### src/rtl/board_pkg.sv
// Shared definitions for the board forwarder: board count, FSM states and
// the one-hot grant decoder.
package board_pkg;
  localparam int NUM_BOARDS  = 4;
  localparam int BOARD_IDX_W = 2;

  typedef enum logic [1:0] {IDLE, ARB, GRANT, XFER} fwd_state_e;

  typedef struct packed {
    logic                   vld;
    logic [BOARD_IDX_W-1:0] idx;
  } onehot_idx_t;

  // vld is set only for exactly one bit high; idx is meaningful only then.
  function automatic onehot_idx_t onehot_to_idx(input logic [NUM_BOARDS-1:0] oh);
    onehot_idx_t r;
    r = '0;
    for (int i = 0; i < NUM_BOARDS; i++)
      if (oh[i]) r.idx = BOARD_IDX_W'(i);
    r.vld = (oh != '0) && ((oh & (oh - NUM_BOARDS'(1))) == '0);
    return r;
  endfunction
endpackage

### src/rtl/fwd_out_reg.sv
// Single-entry valid/ready output register carrying payload, last and source.
module fwd_out_reg
  import board_pkg::*;
#(
  parameter int DATA_W = 64
) (
  input  logic                   clk,
  input  logic                   rst,
  input  logic                   load,
  input  logic [DATA_W-1:0]      in_data,
  input  logic                   in_last,
  input  logic [BOARD_IDX_W-1:0] in_sel,
  input  logic                   out_ready,
  output logic                   can_load,
  output logic                   out_valid,
  output logic [DATA_W-1:0]      out_data,
  output logic                   out_last,
  output logic [BOARD_IDX_W-1:0] out_sel
);
  // A new flit may enter when the slot is empty or drains this cycle.
  assign can_load = !out_valid || out_ready;

  always_ff @(posedge clk) begin
    if (rst) begin
      out_valid <= 1'b0;
      out_data  <= '0;
      out_last  <= 1'b0;
      out_sel   <= '0;
    end else if (load) begin
      out_valid <= 1'b1;
      out_data  <= in_data;
      out_last  <= in_last;
      out_sel   <= in_sel;
    end else if (out_ready) begin
      out_valid <= 1'b0;
    end
  end
endmodule

### src/rtl/board_forwarder.sv
// Arbitrates among four boards through an external round-robin arbiter and
// forwards the granted board's whole packet before re-arbitrating.
module board_forwarder
  import board_pkg::*;
#(
  parameter int DATA_W    = 64,
  parameter int MAX_FLITS = 255
) (
  input  logic                         clk,
  input  logic                         rst,
  input  logic [NUM_BOARDS-1:0]        in_valid,
  input  logic [NUM_BOARDS*DATA_W-1:0] in_data,
  input  logic [NUM_BOARDS-1:0]        in_last,
  output logic [NUM_BOARDS-1:0]        in_ready,
  output logic [NUM_BOARDS-1:0]        req_mask,
  output logic                         arb_enable,
  input  logic [NUM_BOARDS-1:0]        grant_mask,
  output logic                         out_valid,
  output logic [DATA_W-1:0]            out_data,
  output logic                         out_last,
  output logic [BOARD_IDX_W-1:0]       out_sel,
  input  logic                         out_ready,
  output logic [15:0]                  pkt_count,
  output logic                         len_err
);
  localparam int              CNT_W   = $clog2(MAX_FLITS + 1);
  localparam logic [CNT_W-1:0] CNT_MAX = CNT_W'(MAX_FLITS);

  fwd_state_e                          state, state_d;
  logic [BOARD_IDX_W-1:0]              sel, sel_d;
  logic [CNT_W-1:0]                    flit_cnt;
  logic [NUM_BOARDS-1:0][DATA_W-1:0]   in_data_a;
  logic [DATA_W-1:0]                   sel_data;
  logic                                sel_last;
  logic                                can_load;
  logic                                xfer;
  onehot_idx_t                         gnt;

  assign in_data_a = in_data;
  assign req_mask  = in_valid;
  assign gnt       = onehot_to_idx(grant_mask);
  assign sel_data  = in_data_a[sel];
  assign sel_last  = in_last[sel];
  assign xfer      = (state == XFER) && in_valid[sel] && can_load;

  always_ff @(posedge clk) begin
    if (rst) begin
      state <= IDLE;
      sel   <= '0;
    end else begin
      state <= state_d;
      sel   <= sel_d;
    end
  end

  always_comb begin
    state_d    = state;
    sel_d      = sel;
    arb_enable = 1'b0;
    in_ready   = '0;
    case (state)
      IDLE:  if (req_mask != '0) state_d = ARB;
      ARB: begin
        arb_enable = 1'b1;
        state_d    = GRANT;
      end
      // A zero or malformed grant means the arbiter masked a lone repeat
      // requester; retry while anyone is still asking.
      GRANT: begin
        if (gnt.vld) begin
          sel_d   = gnt.idx;
          state_d = XFER;
        end else if (req_mask != '0) begin
          state_d = ARB;
        end else begin
          state_d = IDLE;
        end
      end
      XFER: begin
        in_ready[sel] = can_load;
        if (xfer && sel_last) state_d = IDLE;
      end
      default: state_d = IDLE;
    endcase
  end

  // Flit counter saturates; overlong packets are still forwarded but flagged.
  always_ff @(posedge clk) begin
    if (rst) begin
      flit_cnt  <= '0;
      pkt_count <= '0;
      len_err   <= 1'b0;
    end else if (xfer) begin
      if (flit_cnt == CNT_MAX && !sel_last) len_err <= 1'b1;
      if (sel_last) begin
        flit_cnt  <= '0;
        pkt_count <= pkt_count + 16'd1;
      end else if (flit_cnt != CNT_MAX) begin
        flit_cnt <= flit_cnt + CNT_W'(1);
      end
    end
  end

  fwd_out_reg #(.DATA_W(DATA_W)) u_out (
    .clk       (clk),
    .rst       (rst),
    .load      (xfer),
    .in_data   (sel_data),
    .in_last   (sel_last),
    .in_sel    (sel),
    .out_ready (out_ready),
    .can_load  (can_load),
    .out_valid (out_valid),
    .out_data  (out_data),
    .out_last  (out_last),
    .out_sel   (out_sel)
  );
endmodule
### config.mk
export PLATFORM = sky130hd
export DESIGN_NAME = board_forwarder
export DESIGN_NICKNAME = d
export VERILOG_FILES = /design/src/rtl/board_pkg.sv /design/src/rtl/fwd_out_reg.sv /design/src/rtl/board_forwarder.sv
export SDC_FILE = /design/constraint.sdc
export NUM_CORES = 1
export LEC_CHECK = 0
export CORE_AREA = 2 2 144 146
export DETAILED_ROUTE_END_ITERATION = 7
export DIE_AREA = 0 0 146 148
export GPL_ROUTABILITY_DRIVEN = 0
export PLACE_DENSITY = 0.66
export SETUP_SLACK_MARGIN = 0.2
export SYNTH_ARGS = -nofsm -noshare
export SYNTH_HDL_FRONTEND = slang
export SYNTH_SLANG_ARGS = --single-unit
### constraint.sdc
create_clock -name clk -period 2 [get_ports clk]
set_clock_uncertainty 0.1 [all_clocks]
set_input_delay 0.4 -clock clk [delete_from_list [all_inputs] [get_ports clk]]
set_output_delay 0.4 -clock clk [all_outputs]
set_load 0.005 [all_outputs]
Word-level counts from Yosys, hierarchy flattened
Index checks and enable logic that the tools add are counted.
{"block": "word_totals", "register_bits": 97, "latchBits": 0, "ramBits": 0, "romBits": 0, "input_bits": 271, "output_inout_bits": 94, "word_cells": 65, "mem_count": 0}
{"block": "classes", "n_addsub": 3, "multipliers": 0, "n_div": 0, "order_cmp": 2, "eq_ne": 7, "shifts": 0, "mux": 22, "bitwise_logic": 2, "reduce_logical": 20}
{"cell": "binary-select mux 64 bit (select 2 bit)", "n": 1}
{"cell": "two-way mux 64 bit", "n": 1}
{"cell": "adder 16 x 1 -> 16 bit, second input constant", "n": 1}
{"cell": "two-way mux 8 bit", "n": 2}
{"cell": "two-way mux 2 bit", "n": 5}
{"cell": "AND reduction 2 bit", "n": 5}
{"cell": "adder 8 x 1 -> 8 bit, second input constant", "n": 1}
{"cell": "AND 4 bit", "n": 2}
{"cell": "equality test 8 bit, second input constant", "n": 1}
{"cell": "two-way mux 1 bit", "n": 8}
{"cell": "!= test 8 bit, second input constant", "n": 1}
{"cell": "case mux 2 bit (4 select lines)", "n": 1}
{"cell": "nonzero test 4 bit", "n": 2}
{"cell": "logical AND 1 bit", "n": 6}
{"cell": "binary-select mux 1 bit (select 2 bit)", "n": 2}
{"cell": "equality test 2 bit, second input constant", "n": 2}
{"cell": "logical NOT 4 bit", "n": 1}
{"cell": "two-way mux 4 bit", "n": 1}
{"cell": "nonzero test 2 bit", "n": 2}
{"cell": "subtractor 4 x 1 -> 4 bit, second input constant", "n": 1}
{"cell": "< comparator 2 x 3 -> 1 bit, second input constant", "n": 1}
{"cell": "demux 1 bit (select 2 bit)", "n": 1}
{"cell": "equality test 2 x 1 -> 1 bit, second input constant", "n": 1}
{"cell": ">= comparator 2 x 1 -> 1 bit, second input constant", "n": 1}
{"cell": "5 further kinds", "n": 6}

Logic depth before layout (Yosys ltp)
Gate-level depths: netlist of the first run.
{"block": "depth", "word_depth": 7, "ltp_mapped": 8, "depth_no_buf": 5}

Modules after synthesis
A second synthesis of the first run with hierarchy kept.
{"block": "unflattened", "cells_unflattened": 480, "hier_area_um2": 5519.0}
{"module": "board_forwarder", "instances": 1, "cells_per_inst": 259, "area_each_um2": 3093.0, "seq_area_each_um2": 580.6}
{"module": "fwd_out_reg", "instances": 1, "cells_per_inst": 221, "area_each_um2": 2426.1, "seq_area_each_um2": 1361.3}

Worst setup path after synthesis of the first run
No wires, ideal clock.
{"block": "synth_path", "path_kind": "register to register", "from": "reg sel[1]", "to": "reg u_out.out_data[0]", "setup_time_ps": 132, "arrival_ps": 1757, "t_required_ps": 1768, "setup_slack_ps": 11, "stages_incl_launch_ff": 9, "path_buffers": 4, "synth_period_minus_slack_ps": 1989, "cell_sequence": "dfxtp_1 buf_2 mux4_2 and3_1 buf_2 buf_2 buf_2 nand2_1 a21oi_1"}
{"block": "synth_via", "elab_chain_cells": 4, "elab_cells_between_ends": 6, "classes_between": "mux (4); reduce/logical (2)"}
{"item": "start: declaration", "line_no": "board_forwarder.sv:30", "source": "logic [BOARD_IDX_W-1:0] sel, sel_d;"}
{"item": "start signal: assignment", "line_no": "board_forwarder.sv:52", "source": "sel <= sel_d;"}
{"item": "binary-select mux 1 bit (select 2 bit)", "line_no": "board_forwarder.sv:44", "source": "assign xfer = (state == XFER) && in_valid[sel] && can_load;"}
{"item": "two-way mux 1 bit (implied by the code)", "line_no": "board_forwarder.sv:44"}
{"item": "logical AND 1 bit (2 in series)", "line_no": "board_forwarder.sv:44"}
{"item": "end signal: assignment", "line_no": "fwd_out_reg.sv:31", "source": "out_data <= in_data;"}
{"item": "end: declaration", "line_no": "fwd_out_reg.sv:16", "source": "output logic [DATA_W-1:0] out_data,"}
Several ways; a longest one is shown, not always the timed one. The select of a mux whose other input is x is not followed.
A chain may end at the register's enable or synchronous reset.

Worst setup path in the final report of the first run
{"block": "layout_path", "from": "reg sel[1]", "to": "reg u_out.out_data[30]"}
Same word-level chain as after synthesis.

==> results of run 1 <==
-- final timing paths --
check	cells after the start	slack, ns	end	from
setup reg to reg	6	-0.02	u_out.out_data[30]$_SDFFE_PP0P_	sel[1]$_SDFFE_PP0P_
hold / removal	2	0.27	pkt_count[10]$_SDFFE_PP0P_	rst
setup / recovery	6	-0.02	u_out.out_data[30]$_SDFFE_PP0P_	sel[1]$_SDFFE_PP0P_
hold reg to reg	2	0.35	u_out.out_last$_SDFFE_PP0P_	u_out.out_last$_SDFFE_PP0P_
-- flip-flops by register name, indices dropped and copies added, names as in the netlist --
| signal | count |
|---|---|
| u_out.out_data | 64 |
| pkt_count | 16 |
| flit_cnt | 8 |
| sel | 2 |
| state | 2 |
| u_out.out_sel | 2 |
| len_err | 1 |
| u_out.out_last | 1 |
| u_out.out_valid | 1 |
-- cell usage in the layout, fill, tap and decap left out, types with 5 or more instances in the layout --
master and instances:
nand2_4 36, mux4_2 66, clkbuf_16 11, dlymetal6s2s_1 5, buf_16 16, nor2_1 13, nand2_2 43, o21ai_0 5
dlygate4sd2_1 14, a21oi_1 68, a21oi_2 22, clkdlybuf4s50_1 339, nand4_1 5, nor4_4 5, dfxtp_2 15, or4_1 5
nor2b_1 7, buf_4 45, dfxtp_1 77, inv_1 7, nand2_1 66, buf_6 19, buf_12 19, dfxtp_4 5
o31ai_1 5
-- per-layer routing --
layer	up-vias	track usage [%]	share of wire, %
li1	2932	-	-
met4	0	4.563	1.2
met1	2965	26.41	41
met3	16	5.093	5.1
met2	202	37.88	52
met5	-	0	0
-- cell type report --
class	count	area, µm²
inverter	7	26.28
multi-input combinational	408	3929
tap	270	337.8
fill	1740	8414
sequential	97	1979
clock inverter	5	38.79
clock buffer	11	252.7
timing repair buffer	466	5061
-- through the flow --
step / setup slack, ns / cell area, µm² / cells
2_1_floorplan: 0.1454 / 5523 / 561
3_3_place_gp: -0.4330 / 9588 / 1181
3_5_place_dp: -0.4173 / 9588 / 1181
4_1_cts: 0.01692 / 10930 / 1243
5_1_grt: -0.07170 / 11620 / 1264
6_report: -0.01727 / 11620 / 1264
-- cell families (layout without fill, tap and decap cells) --
logic type,after synthesis,in the layout,share of synthesized area (%)
and+or+nand+nor,219,221,18.56
AOI/OAI and AO/OA,110,110,10.88
DFF,97,97,35.79
muxes,73,73,28.82
buffers and inverters,58,489,5.165
adders and majority gates,2,2,0.4611
xor gates and xnor gates,2,2,0.3229
-- report_power, final --
group	internal, µW	leakage [µW]	total (µW)	switching, µW
Sequential	1950	0.000794	1970	20.2
Clock	920	0.000142	1720	803
Combinational	840	0.00335	1250	407
-- what timing repair did --
item / in CTS / in global routing
setup buffers: 28 / 18
pin swaps: 43 / 36
cloned: 18 / 3
resized for setup: 135 / 136
setup endpoints to repair: 108 / 112
==> flow_metrics.env, run 1 <==
export IMPL_endpoint_kind="flip-flop"
export IMPL_drt_total_wl_um=24200
export IMPL_postCtsHoldBufs=0
export IMPL_cellPowerDensity_nw_per_um2=425.2
export IMPL_drt_iter0_markers=289
export IMPL_cell_class_contributing_the_biggest_share_of_worst_path_delay="multiplexers"
export IMPL_worst_slew_pin_transition_ns=0.5172
export IMPL_post_synth_num_cell_types=39
export IMPL_syn_inst=561
export IMPL_finalCritPeriodShare_pct=100.9
export IMPL_floorplan_initialDensity_pct=27.08
export IMPL_worst_skew_pair_late_latency_ns=0.35
export IMPL_tritoncts_buffer_count=9
export IMPL_layout_nets=1262
export IMPL_postSynthAreaPerCell_um2=9.673
export IMPL_cp_slowest_cell="mux4_2"
export IMPL_final_core_util_pct=58.01
export IMPL_vias_in_the_first_global_route=6211
export IMPL_ys_top_cells_by_count="145 x nand2_1, 97 x dfxtp_1, 90 x a21oi_1, 66 x mux4_2, 24 x clkbuf_1"
export IMPL_synth_edff_count=0
export IMPL_synthTopCellsByArea="dfxtp_1 36%, mux4_2 27%, nand2_1 10%, a21oi_1 8.3%, buf_4 1.7%"
export IMPL_post_route_antenna_net_violation_count=0
export IMPL_first_pass_iters=4
export IMPL_yosys_top_cell_area_share_pct=35.79
export IMPL_detail_route_wl_per_cell_um=19.15
export IMPL_cts_tree="done"
export IMPL_timing_critical_path_cells="mux4_2 > and3_4 > buf_12 > buf_16 > nand2_1 > a21oi_2"
export IMPL_grt_total_usage_pct=21.32
export IMPL_die_height_um=148
export IMPL_diodes=0
export IMPL_ctsRootBufferMaster="clkbuf_16"
export IMPL_critical_path_n_buffers_inverters=2
export IMPL_core_area_um2=20040
export IMPL_final_setup_viol_count=6
export IMPL_async_flop_share_pct=0
export IMPL_required_ns=2.11
export IMPL_synth_fp_nets=834
export IMPL_critical_path_peak_fanout=7
export IMPL_antenna_found_initial=0
export IMPL_clock_path_buffers=2
export IMPL_violations_in_the_final_reports="negative setup slack"
export IMPL_crit_path_max_incr_delay_ns=0.62
export IMPL_largest_net_degree_at_the_start_of_global_routing=48
export IMPL_setup_repair_after_global_routing_missed_its_margin="yes"
export IMPL_vias=6115
export IMPL_synth_seq_area_share_pct=35.79
export IMPL_fin_worst_hold_slack_ns=0.2656
export IMPL_vdd_ir_drop_max_uv=325.6
export IMPL_worst_setup_path_type="flip-flop to flip-flop"
export IMPL_timing_hold_violations_final=0
export IMPL_worst_hold_path_type="input pin to flip-flop"
export IMPL_grt_first_pass_wirelength_um=35420
export IMPL_fin_worst_setup_slack_ns=-0.01727
export IMPL_slew_headroom_pct=65.52
export IMPL_overall_power_of_the_completed_layout_uw=4943
export IMPL_maxCapViolations=0
export IMPL_fp_dieArea_um2=21610
export IMPL_maxSlewViolCount=0
export IMPL_final_setup_tns_ns=-0.04299
export IMPL_numClockSinks=97
export IMPL_synth_largest_area_cell="dfxtp_1"
export IMPL_count_of_buffers_inserted_at_the_top_level_ports=364
export IMPL_maxClockFrequency_ghz=0.4957
export IMPL_static_leakage_power_uw=0.004287
export IMPL_run_status="finished with violations"
export IMPL_period_minus_slack_ns=2.017
export IMPL_boundaryPins=365
export IMPL_placementRows=52
export IMPL_detailedPlacementHpwl_um=16340
export IMPL_arrival_ns=2.13
export IMPL_drcViolationCount=0
export IMPL_ys_seq_elements=97
export IMPL_via_per_inst=4.838
export IMPL_most_repeated_cell_in_the_gate_level_netlist_after_synthesis="nand2_1"
export IMPL_area_growth_synth_to_final_pct=114.2
export IMPL_die_w_um=146
export IMPL_ys_dominant_reg_cell="dfxtp_1"
export IMPL_total_of_warnings_raised_by_yosys=0
export IMPL_htree_levels=3
export IMPL_layout_cells_sized_above_1_pct=35.21
export IMPL_cp_start_kind="flip-flop"
export IMPL_synthesis_area_um2=5426
export IMPL_globalRouteOverflowTotal=0
export IMPL_cts_reportedPaths_clkPinSlew_ns=0.08
Note: power is estimated with default switching activity, not from simulation.
==> inputs of run 2 (changes only) <==
--- a/config.mk
+++ b/config.mk
@@ -5,11 +5,11 @@
 export SDC_FILE = /design/constraint.sdc
 export NUM_CORES = 1
 export LEC_CHECK = 0
-export CORE_AREA = 2 2 144 146
+export CORE_AREA = 2 2 140 142
 export DETAILED_ROUTE_END_ITERATION = 7
-export DIE_AREA = 0 0 146 148
+export DIE_AREA = 0 0 142 144
 export GPL_ROUTABILITY_DRIVEN = 0
-export PLACE_DENSITY = 0.66
+export PLACE_DENSITY = 0.67
 export SETUP_SLACK_MARGIN = 0.2
 export SYNTH_ARGS = -nofsm -noshare
 export SYNTH_HDL_FRONTEND = slang
==> constraint.sdc (replaced) <==
create_clock -name clk -period 2.5 [get_ports clk]
set_clock_uncertainty 0.1 [all_clocks]
set_input_delay 0.5 -clock clk [delete_from_list [all_inputs] [get_ports clk]]
set_output_delay 0.5 -clock clk [all_outputs]
set_load 0.005 [all_outputs]
==> flow_metrics.env, run 2 (same netlist as run 1, synthesis figures left out) <==
export IMPL_endpoint_kind="output port"
export IMPL_antenna_found_initial=0
export IMPL_setup_repair_after_global_routing_missed_its_margin="no"
export IMPL_area_growth_synth_to_final_pct=78.86
export IMPL_vias=5667
export IMPL_placed_cell_area_um2=9368
export IMPL_top_register="u_out.out_data"
export IMPL_largest_register_ffs=64
export IMPL_via_per_inst=4.924
export IMPL_count_of_buffers_inserted_at_the_top_level_ports=364
export IMPL_critical_path_peak_fanout=2
export IMPL_run_status="complete, no violations"
export IMPL_worst_slew_pin_transition_ns=0.7415
export IMPL_fp_dieArea_um2=20450
export IMPL_sequential_cell_area_um2=1949
export IMPL_vdd_ir_drop_max_uv=308.3
export IMPL_critical_path_top_cell_by_count="clkdlybuf4s50_1"
export IMPL_core_area_um2=19080
export IMPL_timing_hold_violations_final=0
export IMPL_worst_skew_pair_late_latency_ns=0.35
export IMPL_worst_hold_path_type="flip-flop to flip-flop"
export IMPL_drcViolationCount=0
export IMPL_required_ns=1.90
export IMPL_finalCritPeriodShare_pct=88.79
export IMPL_boundaryPins=365
export IMPL_drt_iter0_markers=253
export IMPL_layout_cells_sized_above_1_pct=13.47
export IMPL_placementRows=51
export IMPL_pre_cts_slack_ns=-0.07417
export IMPL_cp_start_kind="input pin"
export IMPL_cp_slowest_cell="clkdlybuf4s50_1"
export IMPL_layout_nets=1181
export IMPL_critical_path_n_buffers_inverters=3
export IMPL_cellPowerDensity_nw_per_um2=397.5
export IMPL_period_minus_slack_ns=2.220
export IMPL_mostFrequentLayoutCell="clkdlybuf4s50_1"
export IMPL_globalRouteOverflowTotal=0
export IMPL_clock_path_buffers=2
export IMPL_numClockSinks=97
export IMPL_grt_total_usage_pct=18.30
export IMPL_ctsRootBufferMaster="clkbuf_16"
export IMPL_maxCapViolations=0
export IMPL_finalInstanceArea_um2=9706
export IMPL_layout_common_cells="359 x clkdlybuf4s50_1, 145 x nand2_1, 95 x dfxtp_1"
export IMPL_cts_tree="done"
export IMPL_drt_total_wl_um=19420
export IMPL_fin_worst_hold_slack_ns=0.3524
export IMPL_final_setup_tns_ns=0
export IMPL_arrival_ns=1.62
export IMPL_detailedPlacementHpwl_um=15400
export IMPL_floorplan_initialDensity_pct=28.44
export IMPL_post_cts_setup_repair_buffer_count=0
export IMPL_detail_route_wl_per_cell_um=16.87
export IMPL_maxSlewViolCount=0
export IMPL_grt_first_pass_wirelength_um=29320
export IMPL_cts_reportedPaths_clkPinSlew_ns=0.07
export IMPL_first_pass_iters=6
export IMPL_slew_headroom_pct=50.57
export IMPL_crit_path_max_incr_delay_ns=0.50
export IMPL_worst_setup_path_type="input pin to output port"
export IMPL_cell_class_contributing_the_biggest_share_of_worst_path_delay="buffers and inverters"
export IMPL_tritoncts_buffer_count=9
export IMPL_maxClockFrequency_ghz=0.4505
export IMPL_static_leakage_power_uw=0.003195
export IMPL_die_w_um=142
export IMPL_timing_critical_path_cells="clkdlybuf4s50_1 > buf_4 > clkdlybuf4s50_1"
export IMPL_vias_in_the_first_global_route=5494
export IMPL_final_setup_viol_count=0
export IMPL_overall_power_of_the_completed_layout_uw=3858
export IMPL_largestRegisters="u_out.out_data x64, pkt_count x16, flit_cnt x8"
export IMPL_fin_worst_setup_slack_ns=0.2803
export IMPL_largest_net_degree_at_the_start_of_global_routing=54
export IMPL_die_height_um=144
export IMPL_diodes=0
export IMPL_post_route_antenna_net_violation_count=0
export IMPL_total_area_of_multi_input_combinational_cells_um2=3237
export IMPL_htree_levels=3
export IMPL_fillCellCount=1748
==> run 2: cell types whose count changed in the layout (fill, tap and decap cells not counted), moves of 20 or more <==
cell	previous run	this run
a21oi_1	68	90
a21oi_2	22	0
buf_4	45	19
clkdlybuf4s50_1	339	359
nand2_1	66	145
nand2_2	43	1
nand2_4	36	0
==> run 2: report_power, final <==
part / switching, µW / internal, µW / leakage (µW)
Combinational: 221 / 564 / 0.00225
Clock: 622 / 868 / 0.000157
Sequential: 17.7 / 1570 / 0.000784
Total: 861 / 3000 / 0.00320
==> run 2: path summary, 6_finish.rpt <==
kind	startpoint	to	slack (ns)	depth (start not counted)
worst max-delay path	in_valid[1]	req_mask[1]	0.28	3
worst min-delay path	u_out.out_data[17]$_SDFFE_PP0P_	u_out.out_data[17]$_SDFFE_PP0P_	0.35	2
worst min register to register	u_out.out_data[17]$_SDFFE_PP0P_	u_out.out_data[17]$_SDFFE_PP0P_	0.35	2
worst max register to register	sel[0]$_SDFFE_PP0P_	flit_cnt[0]$_SDFFE_PP0P_	0.43	5
==> run 2: cell type report <==
type | instances | share of cell area, %
Clock buffer | 11 | 2.720
Inverter | 7 | 0.2707
Clock inverter | 5 | 0.6188
Timing Repair Buffer | 387 | 39.89
Sequential cell | 97 | 20.09
Tap cell | 238 | 3.068
Multi-Input combinational cell | 406 | 33.35
==> run 2: worst register-to-register path, cell delays in order (launching register included) <==
cell	delay [ns]
dfxtp_4	0.51
mux4_2	0.67
nor4_4	0.29
buf_4	0.20
o21ai_0	0.08
a21oi_1	0.16
==> run 2: what timing repair did <==
item,4_1_cts,5_1_grt
gates resized for setup,5,2
pin swaps,0,0
endpoints found under the setup margin,4,2
hold buffers,0,0
==> run 2: metal layers <==
layer / GRT usage (%) / routed length, µm
met1: 22.01 / 7945
met2: 31.99 / 9622
met3: 4.470 / 1396
met4: 6.368 / 450
met5: 0 / 0
==> run 2: per-stage QoR <==
step           std cells  utilization [%]
6_report            1151            50.87
5_1_grt             1151            50.87
4_1_cts             1151            50.81
3_5_place_dp        1135            49.10
3_3_place_gp        1135            49.10
2_1_floorplan        561                -
